==> src/rtl/md_iter_unit_if.sv <==
// ---------------------------------------------------------------------------
// md_iter_unit_if
//   Request/response bundle between the pipeline and the iterative
//   multiply/divide unit (md_iter_unit).
//
//   master (pipeline side) drives:
//     start    launch an operation (taken only while busy=0)
//     op       00 mult, 01 multu, 10 div, 11 divu
//     a, b     rs / rt operands
//     wr_hi    mthi strobe
//     wr_lo    mtlo strobe
//     wdata    mthi/mtlo data
//     abort    pipeline flush (only with MD_ABORT_EN defined)
//   slave (unit side) drives:
//     busy     operation in flight
//     done     one-cycle pulse, hi/lo hold the new result
//     div0     qualifies done: the finished op was a divide by zero
//     hi, lo   architectural HI/LO registers
//
//   Optional feature macro: MD_ABORT_EN adds the abort signal.
// ---------------------------------------------------------------------------
interface md_iter_unit_if #(
   parameter int XLEN = 32
);
   logic            start;
   logic [1:0]      op;
   logic [XLEN-1:0] a;
   logic [XLEN-1:0] b;
   logic            wr_hi;
   logic            wr_lo;
   logic [XLEN-1:0] wdata;
`ifdef MD_ABORT_EN
   logic            abort;
`endif
   logic            busy;
   logic            done;
   logic            div0;
   logic [XLEN-1:0] hi;
   logic [XLEN-1:0] lo;

   modport master (
`ifdef MD_ABORT_EN
      output abort,
`endif
      output start, op, a, b, wr_hi, wr_lo, wdata,
      input  busy, done, div0, hi, lo
   );

   modport slave (
`ifdef MD_ABORT_EN
      input  abort,
`endif
      input  start, op, a, b, wr_hi, wr_lo, wdata,
      output busy, done, div0, hi, lo
   );
endinterface

==> src/rtl/md_iter_unit.sv <==
// ---------------------------------------------------------------------------
// md_iter_unit
//   Iterative radix-2 multiply/divide unit with the HI/LO register pair.
//   One bit per cycle: IDLE -> CALC (XLEN cycles) -> FIX (1 cycle) -> IDLE.
//   Latency from accepted start to done is XLEN+2 cycles; a divide by zero
//   skips CALC and completes in 2 cycles.
//
//   Ports:
//     clk   rising-edge clock
//     rst   synchronous, active-low reset
//     bus   md_iter_unit_if.slave (start/op/a/b, mthi/mtlo, busy/done/div0,
//           hi/lo)
//
//   Optional feature macro: MD_ABORT_EN. When defined, bus.abort cancels an
//   in-flight op (HI/LO untouched, no done) and blocks a start in IDLE.
//   When undefined, every accepted op runs to completion.
// ---------------------------------------------------------------------------
module md_iter_unit #(
   parameter int XLEN = 32
) (
   input logic         clk,
   input logic         rst,
   md_iter_unit_if.slave bus
);

   localparam int CW = $clog2(XLEN);

   typedef enum logic [1:0] {
      S_IDLE = 2'd0,
      S_CALC = 2'd1,
      S_FIX  = 2'd2
   } state_t;

   state_t            state;
   logic [CW-1:0]     cnt;
   // Shared accumulator. Multiply: {partial upper, remaining multiplier}.
   // Divide: {partial remainder, dividend bits shifting into quotient}.
   logic [2*XLEN-1:0] acc;
   // Multiplicand magnitude (mult) or divisor magnitude (div).
   logic [XLEN-1:0]   opnd;
   logic              is_div;
   logic              is_dz;
   logic              sign_a;
   logic              sign_b;
   logic [XLEN-1:0]   hi_q;
   logic [XLEN-1:0]   lo_q;
   logic              done_q;
   logic              div0_q;

   logic              abort_req;
`ifdef MD_ABORT_EN
   assign abort_req = bus.abort;
`else
   assign abort_req = 1'b0;
`endif

   logic              neg_a;
   logic              neg_b;
   logic [XLEN-1:0]   mag_a;
   logic [XLEN-1:0]   mag_b;
   logic [XLEN:0]     mul_sum;
   logic [XLEN:0]     rem_sh;
   logic [XLEN:0]     diff;
   logic [2*XLEN-1:0] mul_next;
   logic [2*XLEN-1:0] div_next;
   logic [2*XLEN-1:0] prod_fix;
   logic [XLEN-1:0]   quo_fix;
   logic [XLEN-1:0]   rem_fix;

   // NOTE: every signal in this block is assigned on every path through it,
   // so no latch can be inferred; keep it that way when adding branches.
   always_comb begin
      // Unsigned ops (op[0]=1) force both sign flags to 0.
      neg_a = ~bus.op[0] & bus.a[XLEN-1];
      neg_b = ~bus.op[0] & bus.b[XLEN-1];
      // -MIN wraps back to MIN, which is the correct unsigned magnitude.
      mag_a = neg_a ? -bus.a : bus.a;
      mag_b = neg_b ? -bus.b : bus.b;

      // Shift-add step: add multiplicand on multiplier LSB, shift right.
      mul_sum  = {1'b0, acc[2*XLEN-1:XLEN]} + (acc[0] ? {1'b0, opnd} : '0);
      mul_next = {mul_sum, acc[XLEN-1:1]};

      // Restoring step: shift in next dividend bit, subtract if it fits.
      rem_sh   = acc[2*XLEN-1:XLEN-1];
      diff     = rem_sh - {1'b0, opnd};
      div_next = diff[XLEN] ? {rem_sh[XLEN-1:0], acc[XLEN-2:0], 1'b0}
                            : {diff[XLEN-1:0],   acc[XLEN-2:0], 1'b1};

      // Sign correction applied in FIX.
      prod_fix = (sign_a ^ sign_b) ? -acc : acc;
      quo_fix  = (sign_a ^ sign_b) ? -acc[XLEN-1:0] : acc[XLEN-1:0];
      rem_fix  = sign_a ? -acc[2*XLEN-1:XLEN] : acc[2*XLEN-1:XLEN];
   end

   // NOTE: all state, including the FSM and its registered outputs, is updated
   // with non-blocking assignments so every register sees pre-edge values.
   always_ff @(posedge clk) begin
      if (!rst) begin
         state  <= S_IDLE;
         cnt    <= '0;
         acc    <= '0;
         opnd   <= '0;
         is_div <= 1'b0;
         is_dz  <= 1'b0;
         sign_a <= 1'b0;
         sign_b <= 1'b0;
         hi_q   <= '0;
         lo_q   <= '0;
         done_q <= 1'b0;
         div0_q <= 1'b0;
      end else begin
         done_q <= 1'b0;
         case (state)
            S_IDLE: begin
               if (bus.start && !abort_req) begin
                  div0_q <= 1'b0;
                  is_div <= bus.op[1];
                  sign_a <= neg_a;
                  sign_b <= neg_b;
                  if (bus.op[1] && (bus.b == '0)) begin
                     // Divide by zero: keep the raw dividend for HI.
                     is_dz <= 1'b1;
                     acc   <= {{XLEN{1'b0}}, bus.a};
                     opnd  <= '0;
                     state <= S_FIX;
                  end else begin
                     is_dz <= 1'b0;
                     acc   <= bus.op[1] ? {{XLEN{1'b0}}, mag_a}
                                        : {{XLEN{1'b0}}, mag_b};
                     opnd  <= bus.op[1] ? mag_b : mag_a;
                     cnt   <= CW'(XLEN - 1);
                     state <= S_CALC;
                  end
               end else if (!bus.start) begin
                  // mthi/mtlo only land in a quiet idle cycle; start wins.
                  if (bus.wr_hi) hi_q <= bus.wdata;
                  if (bus.wr_lo) lo_q <= bus.wdata;
               end
            end

            S_CALC: begin
               if (abort_req) begin
                  state  <= S_IDLE;
                  div0_q <= 1'b0;
               end else begin
                  acc <= is_div ? div_next : mul_next;
                  if (cnt == '0) state <= S_FIX;
                  else           cnt   <= cnt - 1'b1;
               end
            end

            S_FIX: begin
               state <= S_IDLE;
               if (abort_req) begin
                  div0_q <= 1'b0;
               end else begin
                  done_q <= 1'b1;
                  div0_q <= is_dz;
                  if (is_dz) begin
                     lo_q <= '1;
                     hi_q <= acc[XLEN-1:0];
                  end else if (is_div) begin
                     lo_q <= quo_fix;
                     hi_q <= rem_fix;
                  end else begin
                     hi_q <= prod_fix[2*XLEN-1:XLEN];
                     lo_q <= prod_fix[XLEN-1:0];
                  end
               end
            end

            default: state <= S_IDLE;
         endcase
      end
   end

   assign bus.busy = (state != S_IDLE);
   assign bus.done = done_q;
   assign bus.div0 = div0_q;
   assign bus.hi   = hi_q;
   assign bus.lo   = lo_q;

endmodule
==> src/flat_wrapper.sv <==
// flat-port wrapper written by rule: the top's interface ports become plain ports
module md_iter_unit_flat 
#(
   parameter int XLEN = 32
)
  (clk, rst, bus_start, bus_op, bus_a, bus_b, bus_wr_hi, bus_wr_lo, bus_wdata, bus_busy, bus_done, bus_div0, bus_hi, bus_lo);
  md_iter_unit_if #(.XLEN(XLEN)) bus_i ();
  input logic clk;
  input logic rst;
  input wire logic [$bits(bus_i.start)-1:0] bus_start;
  input wire logic [$bits(bus_i.op)-1:0] bus_op;
  input wire logic [$bits(bus_i.a)-1:0] bus_a;
  input wire logic [$bits(bus_i.b)-1:0] bus_b;
  input wire logic [$bits(bus_i.wr_hi)-1:0] bus_wr_hi;
  input wire logic [$bits(bus_i.wr_lo)-1:0] bus_wr_lo;
  input wire logic [$bits(bus_i.wdata)-1:0] bus_wdata;
  output wire logic [$bits(bus_i.busy)-1:0] bus_busy;
  output wire logic [$bits(bus_i.done)-1:0] bus_done;
  output wire logic [$bits(bus_i.div0)-1:0] bus_div0;
  output wire logic [$bits(bus_i.hi)-1:0] bus_hi;
  output wire logic [$bits(bus_i.lo)-1:0] bus_lo;
  assign bus_i.start = bus_start;
  assign bus_i.op = bus_op;
  assign bus_i.a = bus_a;
  assign bus_i.b = bus_b;
  assign bus_i.wr_hi = bus_wr_hi;
  assign bus_i.wr_lo = bus_wr_lo;
  assign bus_i.wdata = bus_wdata;
  assign bus_busy = bus_i.busy;
  assign bus_done = bus_i.done;
  assign bus_div0 = bus_i.div0;
  assign bus_hi = bus_i.hi;
  assign bus_lo = bus_i.lo;
  md_iter_unit #(.XLEN(XLEN)) u_core (.clk(clk), .rst(rst), .bus(bus_i));
endmodule
==> config.mk <==
export PLATFORM = sky130hd
export DESIGN_NAME = md_iter_unit_flat
export DESIGN_NICKNAME = d
export VERILOG_FILES = /design/src/rtl/md_iter_unit_if.sv /design/src/rtl/md_iter_unit.sv /design/src/flat_wrapper.sv
export SDC_FILE = /design/constraint.sdc
export NUM_CORES = 1
export LEC_CHECK = 0
export CORE_ASPECT_RATIO = 1.2
export CORE_MARGIN = 4
export CORE_UTILIZATION = 46
export DETAILED_ROUTE_END_ITERATION = 7
export GPL_TIMING_DRIVEN = 1
export PLACE_DENSITY = 0.67
export SYNTH_ARGS = -nofsm -noshare
export SYNTH_HDL_FRONTEND = slang
export SYNTH_SLANG_ARGS = --single-unit
==> constraint.sdc <==
create_clock -name clk -period 5.9 [get_ports clk]
set_input_delay 1.77 -clock clk [delete_from_list [all_inputs] [get_ports clk]]
set_output_delay 1.77 -clock clk [all_outputs]
set_load 0.1 [all_outputs]
==> results of run 1 <==
-- power breakdown --
part	internal (mW)	total [mW]	switching [mW]	leakage (nW)
Clock	0.607	1.20	0.593	0.295
Sequential	1.33	1.55	0.229	1.42
Combinational	0.881	2.59	1.71	5.27
-- routing by layer --
metal	vias to the layer above	GRT usage (%)	share of wire, %
met1	7943	41.9	41
li1	7957	-	-
met5	-	0	0
met3	175	4.90	7.7
met4	0	17.9	6.0
met2	846	52.3	46
-- state kept, by name (all words and copies together) (netlist names) --
signal	cells
u_core.state	2
u_core.is_dz	1
u_core.acc	64
u_core.cnt	5
u_core.bus.hi	32
u_core.bus.lo	32
u_core.is_div	1
u_core.opnd	32
u_core.sign_b	1
u_core.sign_a	1
u_core.bus.done	1
u_core.bus.div0	1
-- worst register-to-register path: stages (launching register included) --
cell and delay (ps):
sky130_fd_sc_hd__dfxtp_1 420, sky130_fd_sc_hd__inv_1 550, sky130_fd_sc_hd__buf_4 360, sky130_fd_sc_hd__nor2_1 70
sky130_fd_sc_hd__ha_1 340, sky130_fd_sc_hd__o211ai_1 190, sky130_fd_sc_hd__a21oi_1 120, sky130_fd_sc_hd__o311ai_0 780
sky130_fd_sc_hd__a21oi_1 320, sky130_fd_sc_hd__o21ai_0 330, sky130_fd_sc_hd__nand3_1 170, sky130_fd_sc_hd__a41oi_1 390
sky130_fd_sc_hd__o31ai_1 150, sky130_fd_sc_hd__a21o_1 160
-- cell usage in the layout (no fill, tap or decap), types with 21 or more instances in the layout --
cell type,n
sky130_fd_sc_hd__nand2_1,241
sky130_fd_sc_hd__a21oi_1,217
sky130_fd_sc_hd__nor2_1,214
sky130_fd_sc_hd__o21ai_0,180
sky130_fd_sc_hd__dfxtp_1,172
sky130_fd_sc_hd__clkdlybuf4s50_1,167
sky130_fd_sc_hd__xnor2_1,115
sky130_fd_sc_hd__ha_1,70
sky130_fd_sc_hd__inv_1,67
sky130_fd_sc_hd__xor2_1,65
sky130_fd_sc_hd__a31oi_1,49
sky130_fd_sc_hd__nor3_1,46
sky130_fd_sc_hd__mux2i_1,43
sky130_fd_sc_hd__a21o_1,40
sky130_fd_sc_hd__nand3_1,33
sky130_fd_sc_hd__buf_4,31
sky130_fd_sc_hd__o221ai_1,26
sky130_fd_sc_hd__nand2b_1,24
sky130_fd_sc_hd__a211oi_1,22
sky130_fd_sc_hd__a22oi_1,22
sky130_fd_sc_hd__o211ai_1,21
sky130_fd_sc_hd__o22ai_1,21
-- area by class of cell --
type	instances	area (µm²)	share of cell area, %
Inverter	69	259	1.44
Sequential cell	173	3460	19.3
Multi-Input combinational cell	1766	11100	62.1
Tap cell	450	563	3.14
Clock buffer	17	425	2.37
Timing Repair Buffer	200	1910	10.7
Clock inverter	15	181	1.01
-- kinds of logic after synthesis --
group | count (synthesis) | synth area share (%)
DFF | 173 | 22.4
xor gates and xnor gates | 181 | 10.3
and+or+nand+nor | 704 | 21.3
muxes | 63 | 4.24
AOI/OAI and AO/OA | 746 | 30.2
buffers and inverters | 221 | 5.63
adders and majority gates | 72 | 5.93
-- worst max path at each step --
stage | cells after the start | from | to | slack, ps
floorplan | 10 | bus_a[4] | u_core.opnd[22]$_SDFFE_PN0P_ | 1890
global placement | 10 | bus_b[15] | u_core.acc[9]$_SDFFE_PN0P_ | 860
detailed placement | 10 | bus_b[8] | u_core.acc[10]$_SDFFE_PN0P_ | 780
CTS | 10 | bus_b[8] | u_core.acc[10]$_SDFFE_PN0P_ | 1240
global route | 10 | bus_b[8] | u_core.acc[10]$_SDFFE_PN0P_ | 960
finish | 10 | bus_b[8] | u_core.acc[10]$_SDFFE_PN0P_ | 1120
-- Yosys cell counts, drive strengths merged (26+ instances only) --
cell,n
nor3,49
nor2,222
buf,26
o221ai,26
dfxtp,173
inv,67
ha,70
xor2,65
a21o,40
xnor2,116
clkbuf,126
nand2,242
nand3,34
mux2i,43
a21oi,217
o21ai,199
a31oi,49
-- stage by stage --
| stage | power (mW) | instances | cell area (µm²) | hold slack (ps) | utilization, % |
|---|---|---|---|---|---|
| 2_1_floorplan | 3.35 | 2160 | 15400 | 422 | - |
| 3_3_place_gp | 4.11 | 2658 | 17300 | 434 | 52.3 |
| 3_5_place_dp | 4.11 | 2658 | 17300 | 440 | 52.3 |
| 4_1_cts | 5.31 | 2690 | 18000 | 452 | 54.2 |
| 5_1_grt | 5.60 | 2690 | 18000 | 480 | 54.2 |
| 6_report | 5.34 | 2690 | 18000 | 453 | 54.2 |
==> flow_summary.rst, run 1 <==
.. list-table::
   :header-rows: 1

   * - Metric
     - Value
   * - Result of the run
     - finished, final reports clean
   * - Final #Nets
     - 2,402
   * - Core region area
     - 33,200 µm²
   * - Critical path cell sequence
     - clkdlybuf4s50_1, nor4_1, or3b_1, nor2_1, nand4_1, nor2_2, buf_4, o21ai_0, a221oi_1, nor3_1
   * - Growth of design area from synthesis to finish
     - 16.2%
   * - Global-route wire length before repair
     - 94,100 µm
   * - Mapped cell area
     - 15,400 µm²
   * - Remaining max-slew budget at the tightest pin
     - 20.3%
   * - Number of hold buffers added after cts
     - 0
   * - Number of failing setup endpoints in the final timing report
     - 0
   * - Die width
     - 175 µm
   * - Setup WS pre-CTS
     - 779 ps
   * - Number of unique standard cell types used by synthesis
     - 85
   * - Type of destination of the critical path
     - flip-flop
   * - Detailed Routing Iterations Pass 1
     - 6
   * - Count of flip-flops with a built-in enable after synthesis
     - 0
   * - Vertical die dimension
     - 209 µm
   * - Layout cell share with drive strength beyond 1
     - 5.94%
   * - Max Cap Violations
     - 0
   * - Count of pins on the block boundary
     - 170
   * - Number of input and output port buffers inserted
     - 169
   * - Clock tree from TritonCTS
     - done
   * - Critical setup path kind
     - input port to flip-flop
   * - Clock sink total
     - 173
   * - Register-to-register setup slack
     - 1460 ps
   * - Sequential area share after synthesis
     - 22.4%
   * - Number of vias in the routed layout
     - 16,921
   * - Worst-margin pin slew
     - 1190 ps
   * - Leak Pwr
     - 6.99 nW
   * - Worst Skew
     - 16.4 ps
   * - Library cell used as clock root buffer
     - sky130_fd_sc_hd__clkbuf_16
   * - Net Count, Synth
     - 2,335
   * - Number of antenna violations at the first check in global routing
     - 0
   * - Average routed wire per standard cell
     - 23.1 µm
   * - Final worst path period share
     - 80.9%
   * - Ant. Diodes
     - 0
   * - Largest stage delay, worst path
     - 560 ps
   * - Startpoint types
     - input port
   * - Synth Area per Inst
     - 7.15 µm²
   * - Worst Reg-to-Reg Cells
     - 13
   * - Setup total negative slack
     - 0 ps
   * - Number of global-route vias before repair
     - 15,872
   * - Final Wtd Congestion
     - 0.983
   * - Buffers plus inverters on the worst setup path
     - 2
   * - Initial detailed-routing violation count
     - 1,856
   * - TritonCTS buffer count
     - 17
   * - Critical-path cell with the highest stage delay
     - sky130_fd_sc_hd__nor4_1
   * - Initial cell density of the core
     - 46.6%
   * - Async set-or-reset flop fraction in the synthesized netlist
     - 0%
   * - Worst Hold Class
     - flip-flop to flip-flop
   * - Data arrival time of the worst path
     - 5100 ps
   * - CTS HTree Levels
     - 4
   * - End of the worst hold path
     - u_core.bus.hi[26]$_SDFFE_PN0P_
   * - # Post-CTS Setup Buffers
     - 0
   * - Maximum number of pins on one net before global-route repair
     - 101
   * - Vias per Instance
     - 6.29
   * - RSZ-0062 raised after global routing
     - false
   * - Data required time of the critical path
     - 6220 ps
   * - Max Clk Rate
     - 0.209 GHz
   * - Clock network latency to the later pin of the worst-skew pair
     - 460 ps
   * - Min Tclk post-route
     - 4780 ps
   * - Detailed-route DRC error count
     - 0
   * - Min-delay src
     - u_core.bus.hi[26]$_SDFFE_PN0P_
   * - Number of storage elements in the synthesis netlist
     - 173
   * - Share of the synthesized area in the top cell type
     - 22.4%
   * - Maximum clock path buffer count
     - 2
   * - Number of rows created at floorplan
     - 73
   * - Final antenna-violating net count
     - 0
   * - Fin. max-slew vios
     - 0
   * - Total count of hold-check failures in the final report
     - 0
   * - All-Layer GR Usage
     - 32.6%
   * - Instance count along the most critical hold path
     - 1
   * - R2R Path End
     - u_core.acc[63]$_SDFFE_PN0P_
   * - Kind of cell with the highest combined delay on the critical path
     - simple AND/OR/NAND/NOR gates
   * - Die footprint
     - 36,600 µm²
   * - Top FF cell, synth
     - sky130_fd_sc_hd__dfxtp_1
   * - Synth warnings
     - 0
   * - Reg2reg start
     - u_core.acc[0]$_SDFFE_PN0P_
   * - Aggregate routed wire length
     - 62,100 µm
   * - Top cells by area in the synthesized netlist
     - sky130_fd_sc_hd__dfxtp_1 22%, sky130_fd_sc_hd__a21oi_1 7.0%, sky130_fd_sc_hd__xnor2_1 6.6%
   * - Leading area contributor after synthesis
     - sky130_fd_sc_hd__dfxtp_1
   * - Post-synthesis instance total
     - 2,160
   * - Reg clk slew, reported paths
     - 70 ps
   * - Peak supply drop
     - 0.222 mV
   * - Maximum fanout count along the critical path
     - 29
   * - Half-perimeter wire length after placement
     - 47,900 µm
   * - Power density over the cells
     - 297 nW/µm²
   * - Post_cts resized
     - 0
   * - Fillers
     - 3,326
   * - Total congestion overflow after global routing
     - 0
   * - Least setup slack across all paths after layout
     - 1120 ps
(Power assumes the default switching activity.)
==> inputs of run 2 (changes only) <==
- PLACE_DENSITY: 0.67 -> 0.7
- clock period: 5.9 -> 3.88 ns (I/O delays scaled with it)
==> run 2 against run 1 <==
- critical path type is now flip-flop to flip-flop
- register-to-register slack got worse by 1200 ps
- global-route usage rose by 0.22 points
- clock skew rose by 4.4 ps
- design area rose by 5.0%
- first-iteration DRC count rose by 6.0%
- highest routed layer unchanged
- largest power group unchanged
==> flow_summary.rst, run 2 (synthesized netlist as in run 1, its figures left out) <==
.. list-table::
   :header-rows: 1

   * - Metric
     - Value
   * - Count of pins on the block boundary
     - 170
   * - Power density over the cells
     - 437 nW/µm²
   * - Maximum number of pins on one net before global-route repair
     - 101
   * - Average routed wire per standard cell
     - 22.0 µm
   * - Max reg flops
     - 64
   * - Number of input and output port buffers inserted
     - 169
   * - Global-route wire length before repair
     - 95,500 µm
   * - Worst Hold Class
     - flip-flop to flip-flop
   * - Number of antenna violations at the first check in global routing
     - 0
   * - Detailed-route DRC error count
     - 0
   * - TritonCTS buffer count
     - 17
   * - Clock sink total
     - 173
   * - Core region area
     - 33,200 µm²
   * - Initial cell density of the core
     - 46.6%
   * - Vias per Instance
     - 6.22
   * - Number of rows created at floorplan
     - 73
   * - Number of hold buffers added after cts
     - 0
   * - Ant. Diodes
     - 0
   * - # Post-CTS Setup Buffers
     - 0
   * - Vertical die dimension
     - 209 µm
   * - Clock network latency to the later pin of the worst-skew pair
     - 450 ps
   * - Critical setup path kind
     - flip-flop to flip-flop
   * - Critical path cell sequence
     - inv_1, nor2_1, ha_1, o21ai_0, a2111oi_1, a21oi_1, a211o_1, a311oi_1, buf_4, a221oi_1, xor2_1, o221ai_1
   * - Fillers
     - 3,192
   * - Reg clk slew, reported paths
     - 80 ps
   * - Layout cell share with drive strength beyond 1
     - 12.9%
   * - Total area of multi-input combinational cells
     - 11,100 µm²
   * - Max Cap Violations
     - 0
   * - Growth of design area from synthesis to finish
     - 22.0%
   * - Total count of hold-check failures in the final report
     - 0
   * - Final Wtd Congestion
     - 1.02
   * - Maximum fanout count along the critical path
     - 11
   * - Number of global-route vias before repair
     - 16,514
   * - Sequential cell area
     - 3460 µm²
   * - Part of the power in registers
     - 28.1%
   * - Initial detailed-routing violation count
     - 1,967
   * - RSZ-0062 raised after global routing
     - false
   * - Final #Nets
     - 2,532
   * - Top library cells by usage in the layout, fill and taps aside
     - 241 x sky130_fd_sc_hd__nand2_1, 217 x sky130_fd_sc_hd__a21oi_1, 216 x sky130_fd_sc_hd__nor2_1
   * - Post_cts resized
     - 0
   * - Final core area utilization
     - 56.8%
   * - Share of total power in combinational logic
     - 50.3%
   * - Switching share of power
     - 47.3%
   * - Buffers plus inverters on the worst setup path
     - 2
   * - Pint
     - 4.34 mW
   * - Worst-margin pin slew
     - 1170 ps
   * - Type of destination of the critical path
     - flip-flop
   * - CTS HTree Levels
     - 4
   * - Register with the highest flop count
     - u_core.acc
   * - Data required time of the critical path
     - 4180 ps
   * - Leak Pwr
     - 7.72 nW
   * - Max Clk Rate
     - 0.275 GHz
   * - Critical-path cell with the highest stage delay
     - sky130_fd_sc_hd__a2111oi_1
   * - Startpoint types
     - flip-flop
   * - Fin. max-slew vios
     - 0
   * - Leading cell type in the layout, fill and taps excluded
     - sky130_fd_sc_hd__nand2_1
   * - Final antenna-violating net count
     - 0
   * - Total congestion overflow after global routing
     - 0
   * - Die footprint
     - 36,600 µm²
   * - Hold Worst Slack
     - 455 ps
   * - Remaining max-slew budget at the tightest pin
     - 21.7%
   * - Number of failing setup endpoints in the final timing report
     - 0
   * - Detailed Routing Iterations Pass 1
     - 6
   * - Result of the run
     - finished, final reports clean
   * - Half-perimeter wire length after placement
     - 48,700 µm
   * - Peak supply drop
     - 0.351 mV
   * - Worst Skew
     - 20.8 ps
   * - Min Tclk post-route
     - 3640 ps
   * - Final worst path period share
     - 93.9%
   * - Kind of cell with the highest combined delay on the critical path
     - compound AO/OA/AOI/OAI gates
   * - Setup total negative slack
     - 0 ps
   * - Switching power
     - 3.90 mW
   * - Aggregate routed wire length
     - 62,100 µm
   * - Number of vias in the routed layout
     - 17,534
   * - Maximum clock path buffer count
     - 2
   * - Library cell used as clock root buffer
     - sky130_fd_sc_hd__clkbuf_16
   * - Data arrival time of the worst path
     - 3940 ps
   * - All-Layer GR Usage
     - 32.8%
   * - Largest stage delay, worst path
     - 580 ps
   * - Die width
     - 175 µm
   * - Clock network fraction of total power
     - 21.6%
   * - Clock tree from TritonCTS
     - done
run 2: changes by cell type in the layout (fill, tap and decap cells not counted), sizes merged:
cell,previous run,this run
buf,33,208
clkdlybuf4s50,167,122
inv,73,75
bufinv,1,0
clkbuf,17,18
clkinv,9,8
clkinvlp,1,0
run 2: layer usage:
layer | share of wire (%) | GRT usage [%] | up-vias
li1 | - | - | 8241
met1 | 40 | 42.0 | 8161
met2 | 45 | 53.2 | 965
met3 | 9.5 | 5.86 | 167
met4 | 5.3 | 15.9 | 0
met5 | 0 | 0 | -
run 2: area by class of cell:
type / instances / area share, %
clock buffer: 18 / 2.28
clock inverter: 14 / 0.903
inverter: 69 / 1.37
multi-input combinational: 1766 / 59.1
sequential: 173 / 18.4
tap: 450 / 2.99
timing repair buffer: 330 / 14.9
run 2: final timing paths:
path / slack (ps) / to / startpoint / cells after the start
setup reg to reg: 240 / u_core.acc[60]$_SDFFE_PN0P_ / u_core.acc[0]$_SDFFE_PN0P_ / 12
hold / removal: 460 / u_core.bus.hi[21]$_SDFFE_PN0P_ / u_core.bus.hi[21]$_SDFFE_PN0P_ / 1
setup / recovery: 240 / u_core.acc[60]$_SDFFE_PN0P_ / u_core.acc[0]$_SDFFE_PN0P_ / 12
hold reg to reg: 460 / u_core.bus.hi[21]$_SDFFE_PN0P_ / u_core.bus.hi[21]$_SDFFE_PN0P_ / 1
run 2: worst reg2reg max path: cells and delay by family, from the launching register on:
kind,cells,cell delay (ps)
adders and majority gates,1,370
xor gates and xnor gates,1,180
and+or+nand+nor,1,90
AOI/OAI and AO/OA,7,2020
buffers and inverters,2,530
DFF,1,310
run 2: power groups by stage:
stage	sequential, mW	combinational (mW)	clock, mW
2_1_floorplan	2.81	2.28	0
3_3_place_gp	2.33	4.03	0
3_5_place_dp	2.34	4.06	0
4_1_cts	2.30	4.08	1.79
5_1_grt	2.33	4.43	1.86
6_report	2.31	4.15	1.78
run 2: metrics by stage:
step	setup slack, ps	total power [mW]	std cells	cell area [µm²]
after floorplan	473	5.09	2160	15400
after global placement	-110	6.37	2788	18200
after detailed placement	-160	6.40	2788	18200
after CTS	193	8.16	2820	18800
after global routing	13.8	8.62	2820	18800
final	237	8.24	2820	18800
==> inputs of run 3 (changes only) <==
- clock period: 3.88 -> 3 ns (I/O delays scaled with it)
==> run 3 against run 2 <==
- the run now ends with negative setup slack left
- core utilization rose by 11 points
- sequential power is 25% higher
- register-to-register slack worse by 360 ps
- worst setup slack got worse by 360 ps
- first-iteration DRC count up 9.9%
- global-route usage up 3.6 points
- non-clock buffer count rose by 350
- fmax grew 17%
- clock skew hardly changed
- via count increased by 9.7%
- power up 46%
- highest routed layer unchanged
==> flow_summary.rst, run 3 (synthesized netlist as in run 1, its figures left out) <==
.. list-table::
   :header-rows: 1

   * - Metric
     - Value
   * - Result of the run
     - complete, but fails checks
   * - Violated checks
     - negative setup slack
   * - Growth of design area from synthesis to finish
     - 45.7%
   * - Max Cap Violations
     - 0
   * - Least setup slack across all paths after layout
     - -122 ps
   * - Final cell count without fillers
     - 3,173
   * - Clock sink total
     - 173
   * - Max reg flops
     - 64
   * - Fin. max-slew vios
     - 0
   * - Remaining max-slew budget at the tightest pin
     - 21.4%
   * - Final worst path period share
     - 104%
   * - Worst Hold Class
     - flip-flop to flip-flop
   * - Maximum fanout count along the critical path
     - 6
   * - Final Wtd Congestion
     - 1.05
   * - Library cell used as clock root buffer
     - sky130_fd_sc_hd__clkbuf_16
   * - Maximum number of pins on one net before global-route repair
     - 101
   * - Top library cells by usage in the layout, fill and taps aside
     - 541 x sky130_fd_sc_hd__buf_4, 237 x sky130_fd_sc_hd__nand2_1, 205 x sky130_fd_sc_hd__nor2_1
   * - Count of pins on the block boundary
     - 170
   * - Number of rows created at floorplan
     - 73
   * - Fin area
     - 22,500 µm²
   * - TritonCTS buffer count
     - 17
   * - RSZ-0062 raised after global routing
     - true
   * - Leak Pwr
     - 9.83 nW
   * - Data arrival time of the worst path
     - 3460 ps
   * - Initial detailed-routing violation count
     - 2,161
   * - All-Layer GR Usage
     - 36.4%
   * - Aggregate routed wire length
     - 70,400 µm
   * - Vias per Instance
     - 6.06
   * - Layout cell share with drive strength beyond 1
     - 30.1%
   * - Vertical die dimension
     - 209 µm
   * - Number of antenna violations at the first check in global routing
     - 0
   * - Half-perimeter wire length after placement
     - 55,200 µm
   * - Die footprint
     - 36,600 µm²
   * - Clock tree from TritonCTS
     - done
   * - Average routed wire per standard cell
     - 22.2 µm
   * - Startpoint types
     - flip-flop
   * - Clock network latency to the later pin of the worst-skew pair
     - 470 ps
   * - Initial cell density of the core
     - 46.6%
   * - Switching power
     - 5.61 mW
   * - Clock network fraction of total power
     - 20.2%
   * - Total congestion overflow after global routing
     - 0
   * - Total count of hold-check failures in the final report
     - 0
   * - Worst-margin pin slew
     - 1170 ps
   * - Leading cell type in the layout, fill and taps excluded
     - sky130_fd_sc_hd__buf_4
   * - Critical setup path kind
     - flip-flop to flip-flop
   * - Pint
     - 6.40 mW
   * - Number of failing setup endpoints in the final timing report
     - 20
   * - Peak supply drop
     - 0.403 mV
   * - Number of global-route vias before repair
     - 18,156
   * - Part of the power in registers
     - 24.0%
   * - Number of input and output port buffers inserted
     - 169
   * - Die width
     - 175 µm
   * - Min Tclk post-route
     - 3120 ps
   * - Number of vias in the routed layout
     - 19,232
   * - Type of destination of the critical path
     - flip-flop
   * - Detailed Routing Iterations Pass 1
     - 6
   * - Switching share of power
     - 46.7%
   * - Data required time of the critical path
     - 3340 ps
   * - Total cell area at the placement stage
     - 20,700 µm²
   * - Register with the highest flop count
     - u_core.acc
   * - Reg clk slew, reported paths
     - 80 ps
   * - Share of total power in combinational logic
     - 55.9%
   * - Detailed-route DRC error count
     - 0
   * - Max Clk Rate
     - 0.320 GHz
   * - Core region area
     - 33,200 µm²
   * - Fillers
     - 2,930
   * - Final antenna-violating net count
     - 0
   * - Number of hold buffers added after cts
     - 0
   * - CTS HTree Levels
     - 4
   * - Maximum clock path buffer count
     - 2
   * - Power density over the cells
     - 534 nW/µm²
   * - Final #Nets
     - 2,885
   * - Worst Skew
     - 20.6 ps
   * - Ant. Diodes
     - 0
   * - # placed instances
     - 3,105
   * - Global-route wire length before repair
     - 105,000 µm
## run 3: worst paths after layout
path / startpoint / end / cells after the start / slack, ps
max: u_core.acc[31]$_SDFFE_PN0P_ / u_core.acc[34]$_SDFFE_PN0P_ / 14 / -120
min: u_core.bus.hi[13]$_SDFFE_PN0P_ / u_core.bus.hi[13]$_SDFFE_PN0P_ / 1 / 450
max reg2reg: u_core.acc[31]$_SDFFE_PN0P_ / u_core.acc[34]$_SDFFE_PN0P_ / 14 / -120
min reg2reg: u_core.bus.hi[13]$_SDFFE_PN0P_ / u_core.bus.hi[13]$_SDFFE_PN0P_ / 1 / 450
## run 3: critical path, stage by stage (launching register included)
cell and delay (ps):
sky130_fd_sc_hd__dfxtp_4 380, sky130_fd_sc_hd__inv_4 50, sky130_fd_sc_hd__ha_4 150, sky130_fd_sc_hd__fa_2 360
sky130_fd_sc_hd__nand2b_4 170, sky130_fd_sc_hd__a21oi_4 130, sky130_fd_sc_hd__o211ai_1 180, sky130_fd_sc_hd__a2111o_1 520
sky130_fd_sc_hd__and4_4 250, sky130_fd_sc_hd__nor2_4 140, sky130_fd_sc_hd__buf_6 180, sky130_fd_sc_hd__buf_6 130
sky130_fd_sc_hd__nor2_1 50, sky130_fd_sc_hd__a31oi_1 210, sky130_fd_sc_hd__o21ai_1 90
## run 3: stage by stage
step	setup slack [ps]	power [mW]	TNS [ps]	utilization, %	hold WS, ps
2_1_floorplan	-107	6.61	-968	-	422
3_3_place_gp	-782	9.00	-44870	62.3	437
3_5_place_dp	-791	9.05	-48300	62.3	443
4_1_cts	-33.8	11.6	-224	65.7	460
5_1_grt	-197	12.5	-3160	67.9	476
6_report	-122	12.0	-882	67.9	455
## run 3: cell type report
class	instances	area [µm²]	area share (%)
Multi-Input combinational cell	1769	12000	53.3
Timing Repair Buffer	680	5580	24.8
Sequential cell	173	3470	15.4
Tap cell	450	563	2.50
Clock buffer	17	425	1.89
Inverter	69	264	1.17
Clock inverter	15	196	0.873
## run 3: metal layers
metal	track usage, %	vias to the layer above	part of all wire, %
met5	0	-	0
met4	16.6	0	5.6
met3	5.48	183	8.1
met2	58.8	1051	45
met1	47.9	9054	41
li1	-	8944	-
## run 3: repair_timing
item / 4_1_cts / 5_1_grt
setup endpoints to repair: 94 / 90
buffers inserted: 15 / 17
pin swaps: 56 / 80
cloned: 2 / 2
resized for setup: 108 / 150
endpoints found under the hold margin: 0 / 0
## run 3: power groups by stage
stage / combinational, mW / sequential, mW / clock, mW
after global routing: 7.07 / 2.90 / 2.51
after floorplan: 2.98 / 3.64 / 0
final: 6.71 / 2.88 / 2.42
after global placement: 6.11 / 2.90 / 0
after CTS: 6.33 / 2.86 / 2.41
after detailed placement: 6.15 / 2.90 / 0
